$ cat src/rtl/paddle_ctrl.sv
// Paddle position controller: synchronizes and debounces btnU/btnD, then steps a
// clamped paddle position once per press with auto-repeat while a button is held.
module paddle_ctrl #(
  parameter int POS_W        = 6,
  parameter int POS_MIN      = 0,
  parameter int POS_MAX      = 56,
  parameter int POS_INIT     = 32,
  parameter int DEB_COUNT    = 250000,
  parameter int REPEAT_DELAY = 12500000,
  parameter int REPEAT_RATE  = 1250000
) (
  input  logic             clk,
  input  logic             reset_n,
  input  logic             btn_up_raw,
  input  logic             btn_dn_raw,
  input  logic             enable,
  input  logic             center,
  output logic [POS_W-1:0] paddle_pos,
  output logic             step,
  output logic             at_top,
  output logic             at_bottom
);

  localparam int DEB_W   = $clog2(DEB_COUNT + 1);
  localparam int RPT_MAX = (REPEAT_DELAY > REPEAT_RATE) ? REPEAT_DELAY : REPEAT_RATE;
  localparam int RPT_W   = $clog2(RPT_MAX + 1);

  typedef enum logic [1:0] {IDLE, DELAY, REPEAT} state_t;

  // Bit 0 is the up button, bit 1 the down button throughout.
  logic [1:0]            raw_btn;
  logic [1:0]            sync_a;
  logic [1:0]            sync_b;
  logic [1:0]            deb_lvl;
  logic [1:0][DEB_W-1:0] deb_cnt;

  state_t                state, state_nxt;
  logic [RPT_W-1:0]      rpt_cnt, rpt_nxt;
  logic                  dir_dn, dir_nxt;
  logic                  step_req;
  logic                  one_hot;
  logic                  press_dn;

  logic [POS_W-1:0]      pos_nxt;
  logic                  step_nxt;

  assign raw_btn  = {btn_dn_raw, btn_up_raw};
  assign one_hot  = deb_lvl[0] ^ deb_lvl[1];
  assign press_dn = deb_lvl[1];

  // A level change is accepted only after DEB_COUNT consecutive disagreeing samples.
  always_ff @(posedge clk or negedge reset_n) begin
    if (!reset_n) begin
      sync_a  <= '0;
      sync_b  <= '0;
      deb_lvl <= '0;
      deb_cnt <= '0;
    end else begin
      sync_a <= raw_btn;
      sync_b <= sync_a;
      for (int i = 0; i < 2; i++) begin
        if (sync_b[i] == deb_lvl[i]) begin
          deb_cnt[i] <= '0;
        end else if (deb_cnt[i] == DEB_W'(DEB_COUNT - 1)) begin
          deb_lvl[i] <= ~deb_lvl[i];
          deb_cnt[i] <= '0;
        end else begin
          deb_cnt[i] <= deb_cnt[i] + DEB_W'(1);
        end
      end
    end
  end

  always_ff @(posedge clk or negedge reset_n) begin
    if (!reset_n) begin
      state   <= IDLE;
      rpt_cnt <= '0;
      dir_dn  <= 1'b0;
    end else begin
      state   <= state_nxt;
      rpt_cnt <= rpt_nxt;
      dir_dn  <= dir_nxt;
    end
  end

  // A change of held direction drops back to IDLE so the new press restarts the delay.
  always_comb begin
    state_nxt = state;
    rpt_nxt   = rpt_cnt;
    dir_nxt   = dir_dn;
    step_req  = 1'b0;
    case (state)
      IDLE: begin
        if (one_hot && enable) begin
          step_req  = 1'b1;
          rpt_nxt   = RPT_W'(REPEAT_DELAY - 1);
          dir_nxt   = press_dn;
          state_nxt = DELAY;
        end
      end
      DELAY, REPEAT: begin
        if (!one_hot || !enable || (press_dn != dir_dn)) begin
          state_nxt = IDLE;
        end else if (rpt_cnt == '0) begin
          step_req  = 1'b1;
          rpt_nxt   = RPT_W'(REPEAT_RATE - 1);
          state_nxt = REPEAT;
        end else begin
          rpt_nxt = rpt_cnt - RPT_W'(1);
        end
      end
      default: state_nxt = IDLE;
    endcase
  end

  // Center wins over a step; steps that would leave the field are dropped silently.
  always_comb begin
    pos_nxt  = paddle_pos;
    step_nxt = 1'b0;
    if (center) begin
      pos_nxt  = POS_W'(POS_INIT);
      step_nxt = (paddle_pos != POS_W'(POS_INIT));
    end else if (step_req) begin
      if (dir_nxt && (paddle_pos != POS_W'(POS_MAX))) begin
        pos_nxt  = paddle_pos + POS_W'(1);
        step_nxt = 1'b1;
      end else if (!dir_nxt && (paddle_pos != POS_W'(POS_MIN))) begin
        pos_nxt  = paddle_pos - POS_W'(1);
        step_nxt = 1'b1;
      end
    end
  end

  always_ff @(posedge clk or negedge reset_n) begin
    if (!reset_n) begin
      paddle_pos <= POS_W'(POS_INIT);
      step       <= 1'b0;
    end else begin
      paddle_pos <= pos_nxt;
      step       <= step_nxt;
    end
  end

  assign at_top    = (paddle_pos == POS_W'(POS_MIN));
  assign at_bottom = (paddle_pos == POS_W'(POS_MAX));

endmodule

$ cat config.mk
export PLATFORM = sky130hd
export DESIGN_NAME = paddle_ctrl
export DESIGN_NICKNAME = d
export VERILOG_FILES = /design/src/rtl/paddle_ctrl.sv
export SDC_FILE = /design/constraint.sdc
export NUM_CORES = 1
export LEC_CHECK = 0
export BUFFER_PORTS_ARGS = -buffer_cell sky130_fd_sc_hd__buf_4
export CAP_MARGIN = 20
export CORE_ASPECT_RATIO = 1.4
export CORE_UTILIZATION = 56
export DETAILED_ROUTE_END_ITERATION = 7
export PLACE_DENSITY_LB_ADDON = 0.25
export SETUP_SLACK_MARGIN = 0.3
export SLEW_MARGIN = 20
export SYNTH_ARGS = -nofsm -noshare
export SYNTH_HDL_FRONTEND = slang
export SYNTH_SLANG_ARGS = --single-unit
$ cat constraint.sdc
create_clock -name clk -period 2.5 [get_ports clk]
set_input_delay 0.125 -clock clk [delete_from_list [all_inputs] [get_ports clk]]
set_output_delay 0.125 -clock clk [all_outputs]
set_load 0.01 [all_outputs]
==> run_results.csv <==
group,metric,value,unit
run_status,status,"finished clean",
sta,finalHoldViolCount,0,
synthesis,ys_warn_count,0,
clock_tree,htree_num_levels,3,
sta,skew,0.009883,ns
floorplan,core_area,0.007072,mm²
sta,setup_tns,0,ns
detailed_routing,drtAntennaViolNets,0,
place,placedCellCount,550,
floorplan,die_x,74.73,µm
global_routing,antenna_found_initial,0,
synthesis,syn-num-nets,454,
sta,slew_headroom,0.5112,
floorplan,rows,36,
global_routing,grt_max_degree,58,
critical_path,cp.required,2.80,ns
synthesis,synth_cells,436,
floorplan,die-area,0.007758,mm²
synthesis,ys_seq_area_frac,0.4590,
detailed_routing,vias_per_cell,5.763,
sta,max_freq,414.1,MHz
detailed_routing,drc,0,
sta,slew_violations,0,
critical_path,path_class,"flop to flop",
layout,fillers,510,
critical_path,start_kind,"flop",
layout,drive_gt1_frac,0.2540,
place,dp_hpwl,6073,µm
detailed_routing,wl,9158,µm
clock_tree,cts_buffers,9,
layout,nets,509,
global_routing,grtUsageTotal,0.2521,
floorplan,start_util,0.5863,
critical_path,cp_max_fo,5,
layout,fin_area,0.005071,mm²
pwr,ir_drop,0.0004455,V
synthesis,synth_ff_type,"dfrtp_1",
synthesis,synth_cell_types,59,
pwr,p_leak,2.311,nW
global_routing,grt-ovfl-total,0,
layout,finalNonFillerCells,591,
critical_path,endpoint_kind,"flop",
detailed_routing,vias,3406,
clock_tree,root_buffer,"clkbuf_8",
sta,layout_min_cycle_time,2.415,ns
clock_tree,cts.reportedPaths.clkPinSlew,0.08,ns
pwr,p_per_area,446.5,mW/mm²
synthesis,synth_seq_cells,76,
clock_tree,worstSkewPairLatency,0.36,ns
sta,holdWs,0.2551,ns
sta,rsz0062_at_grt,"true",
place,place_area,0.004537,mm²
place,gp_congestion,0.8039,
sta,worst_slew_pin_slew,0.7332,ns
place,numPortBuffers,14,
detailed_routing,dr.first_iter.drc_count,162,
layout,syn_to_final_growth,22.30,%
min_path,hp-class,"input port to flop",
sta,finalSetupViolCount,0,
synthesis,async_reset_ff_frac,1.000,
floorplan,num_io_pins,15,
critical_path,worstPathArrival,2.71,ns
global_routing,grt_pass1_vias,3324,
floorplan,die_h,103.8,µm
global_routing,grt_pass1_wl,14910,µm
flow_run,cap_viol_max_count,0,
detailed_routing,wire_per_inst,15.50,µm
layout,post-route-util,0.7171,
clock_tree,cts.sinks,76,
clock_tree,tritoncts,"done",
synthesis,synth-edff-count,0,
synthesis,syn_avg_cell_area,9.510,µm²
clock_tree,cts_max_path_buffers,2,
detailed_routing,drtPass1Iterations,4,
sta,period_share,0.9660,
layout,insertedDiodeCount,0,
synthesis,syn_area,0.004146,mm²
cell families (layout without fill, tap and decap cells):
| group | after synthesis | after routing | share of synthesized area |
|---|---|---|---|
| DFF | 76 | 76 | 0.4590 |
| buffers and inverters | 29 | 89 | 0.02897 |
| xor gates and xnor gates | 39 | 39 | 0.08238 |
| AOI/OAI and AO/OA | 84 | 84 | 0.1361 |
| muxes | 5 | 5 | 0.01267 |
| and+or+nand+nor | 191 | 191 | 0.2429 |
| adders and majority gates | 12 | 12 | 0.03802 |
critical path, stage by stage (launching register included):
cell	delay [ns]
dfrtp_1	0.40
inv_2	0.09
ha_4	0.14
and3b_1	0.16
o21ai_2	0.06
and2_4	0.16
inv_4	0.07
nand2_8	0.07
ha_4	0.29
o21ai_0	0.08
o21bai_1	0.20
a21oi_2	0.10
buf_4	0.14
nand4b_1	0.16
a31o_2	0.25
layout make-up:
type	count	area, µm²	area share
Timing Repair Buffer	58	449.2	0.08858
Multi-Input combinational cell	331	2332	0.4599
Sequential cell	76	1908	0.3763
Tap cell	95	118.9	0.02344
Clock inverter	5	50.05	0.009869
Inverter	15	61.31	0.01209
Clock buffer	11	151.4	0.02985
layout by cell type (no fill, tap or decap), drive strengths merged, types with 4 or more instances in the layout:
cell          n
and3          6
clkinv        4
nand3        16
dlygate4sd3   4
a31oi         8
buf          54
o22a          9
nor2b         4
nor2         76
nor4          8
xor2         13
nand2        27
or2           5
nand4         6
clkbuf       11
a21oi        21
and4          4
xnor2        26
nor3         11
o21ai        20
a21o          6
nor4b         5
ha           11
nand2b        6
inv          15
dfrtp        75
cell usage after synthesis, drive strengths merged (3+ instances only):
cell | number | area [µm²]
or4 | 3 | 27.53
xnor2 | 26 | 227.7
nand3 | 16 | 80.08
nand2b | 6 | 37.54
o41ai | 3 | 33.79
a31oi | 8 | 50.05
o22a | 9 | 78.83
a21oi | 21 | 105.1
nand4b | 3 | 32.53
and3 | 6 | 37.54
o21ai | 20 | 100.1
xor2 | 13 | 113.9
nor2 | 76 | 285.3
a21o | 6 | 45.04
clkbuf | 12 | 45.04
and4 | 4 | 35.03
dfrtp | 75 | 1877
inv | 15 | 56.30
nor2b | 4 | 25.02
nor3 | 11 | 55.05
or3 | 3 | 18.77
mux2i | 3 | 30.03
nor4b | 5 | 43.79
nand4 | 6 | 37.54
or2 | 5 | 31.28
nand2 | 27 | 101.4
ha | 11 | 137.6
nor4 | 8 | 86.33
sequential cells by signal, indices dropped and copies added (netlist names):
name / cells
deb_cnt: 36
deb_lvl: 2
dir_dn: 1
paddle_pos: 6
rpt_cnt: 24
state: 2
step: 1
sync_a: 2
sync_b: 2
per-layer routing:
layer	wire (µm)	global-route usage	part of all wire	vias up
met5	0	0	0	-
met4	134	0.08895	0.015	0
met3	212	0.05739	0.023	11
met1	3706	0.2788	0.40	1711
met2	5104	0.4543	0.56	36
li1	-	-	-	1648
report_power, final:
group          internal [W]  switching (W)  leakage [nW]
sequential          0.00124     0.00000721          1.04
combinational     0.0000230      0.0000467          1.17
clock              0.000508       0.000439         0.109
total               0.00177       0.000493          2.31
through the flow:
step | total power (W) | setup slack (ns)
after CTS | 0.002286 | 0.1266
after floorplan | 0.001297 | 0.1841
after detailed placement | 0.001339 | 0.04216
after global routing | 0.002339 | -0.03988
final | 0.002264 | 0.08497
after global placement | 0.001335 | 0.1138
final timing paths:
kind,slack (ns),start,cells after the start,to
max,0.08,state[0],14,paddle_pos[5]
min,0.26,enable,4,state[1]
max reg2reg,0.08,state[0],14,paddle_pos[5]
min reg2reg,0.37,sync_a[1],0,sync_b[1]
max in group asynchronous,1.47,reset_n,3,deb_cnt[22]
min in group asynchronous,0.35,reset_n,2,rpt_cnt[16]
repair_timing:
action                                  4_1_cts  5_1_grt
endpoints found under the setup margin       10       17
hold endpoints to repair                     61        0
hold buffers                                  4        0
resized for setup                            16       13
pin swaps                                    18       16
buffers inserted                             13        8
Note: power is estimated with default switching activity, not from simulation.
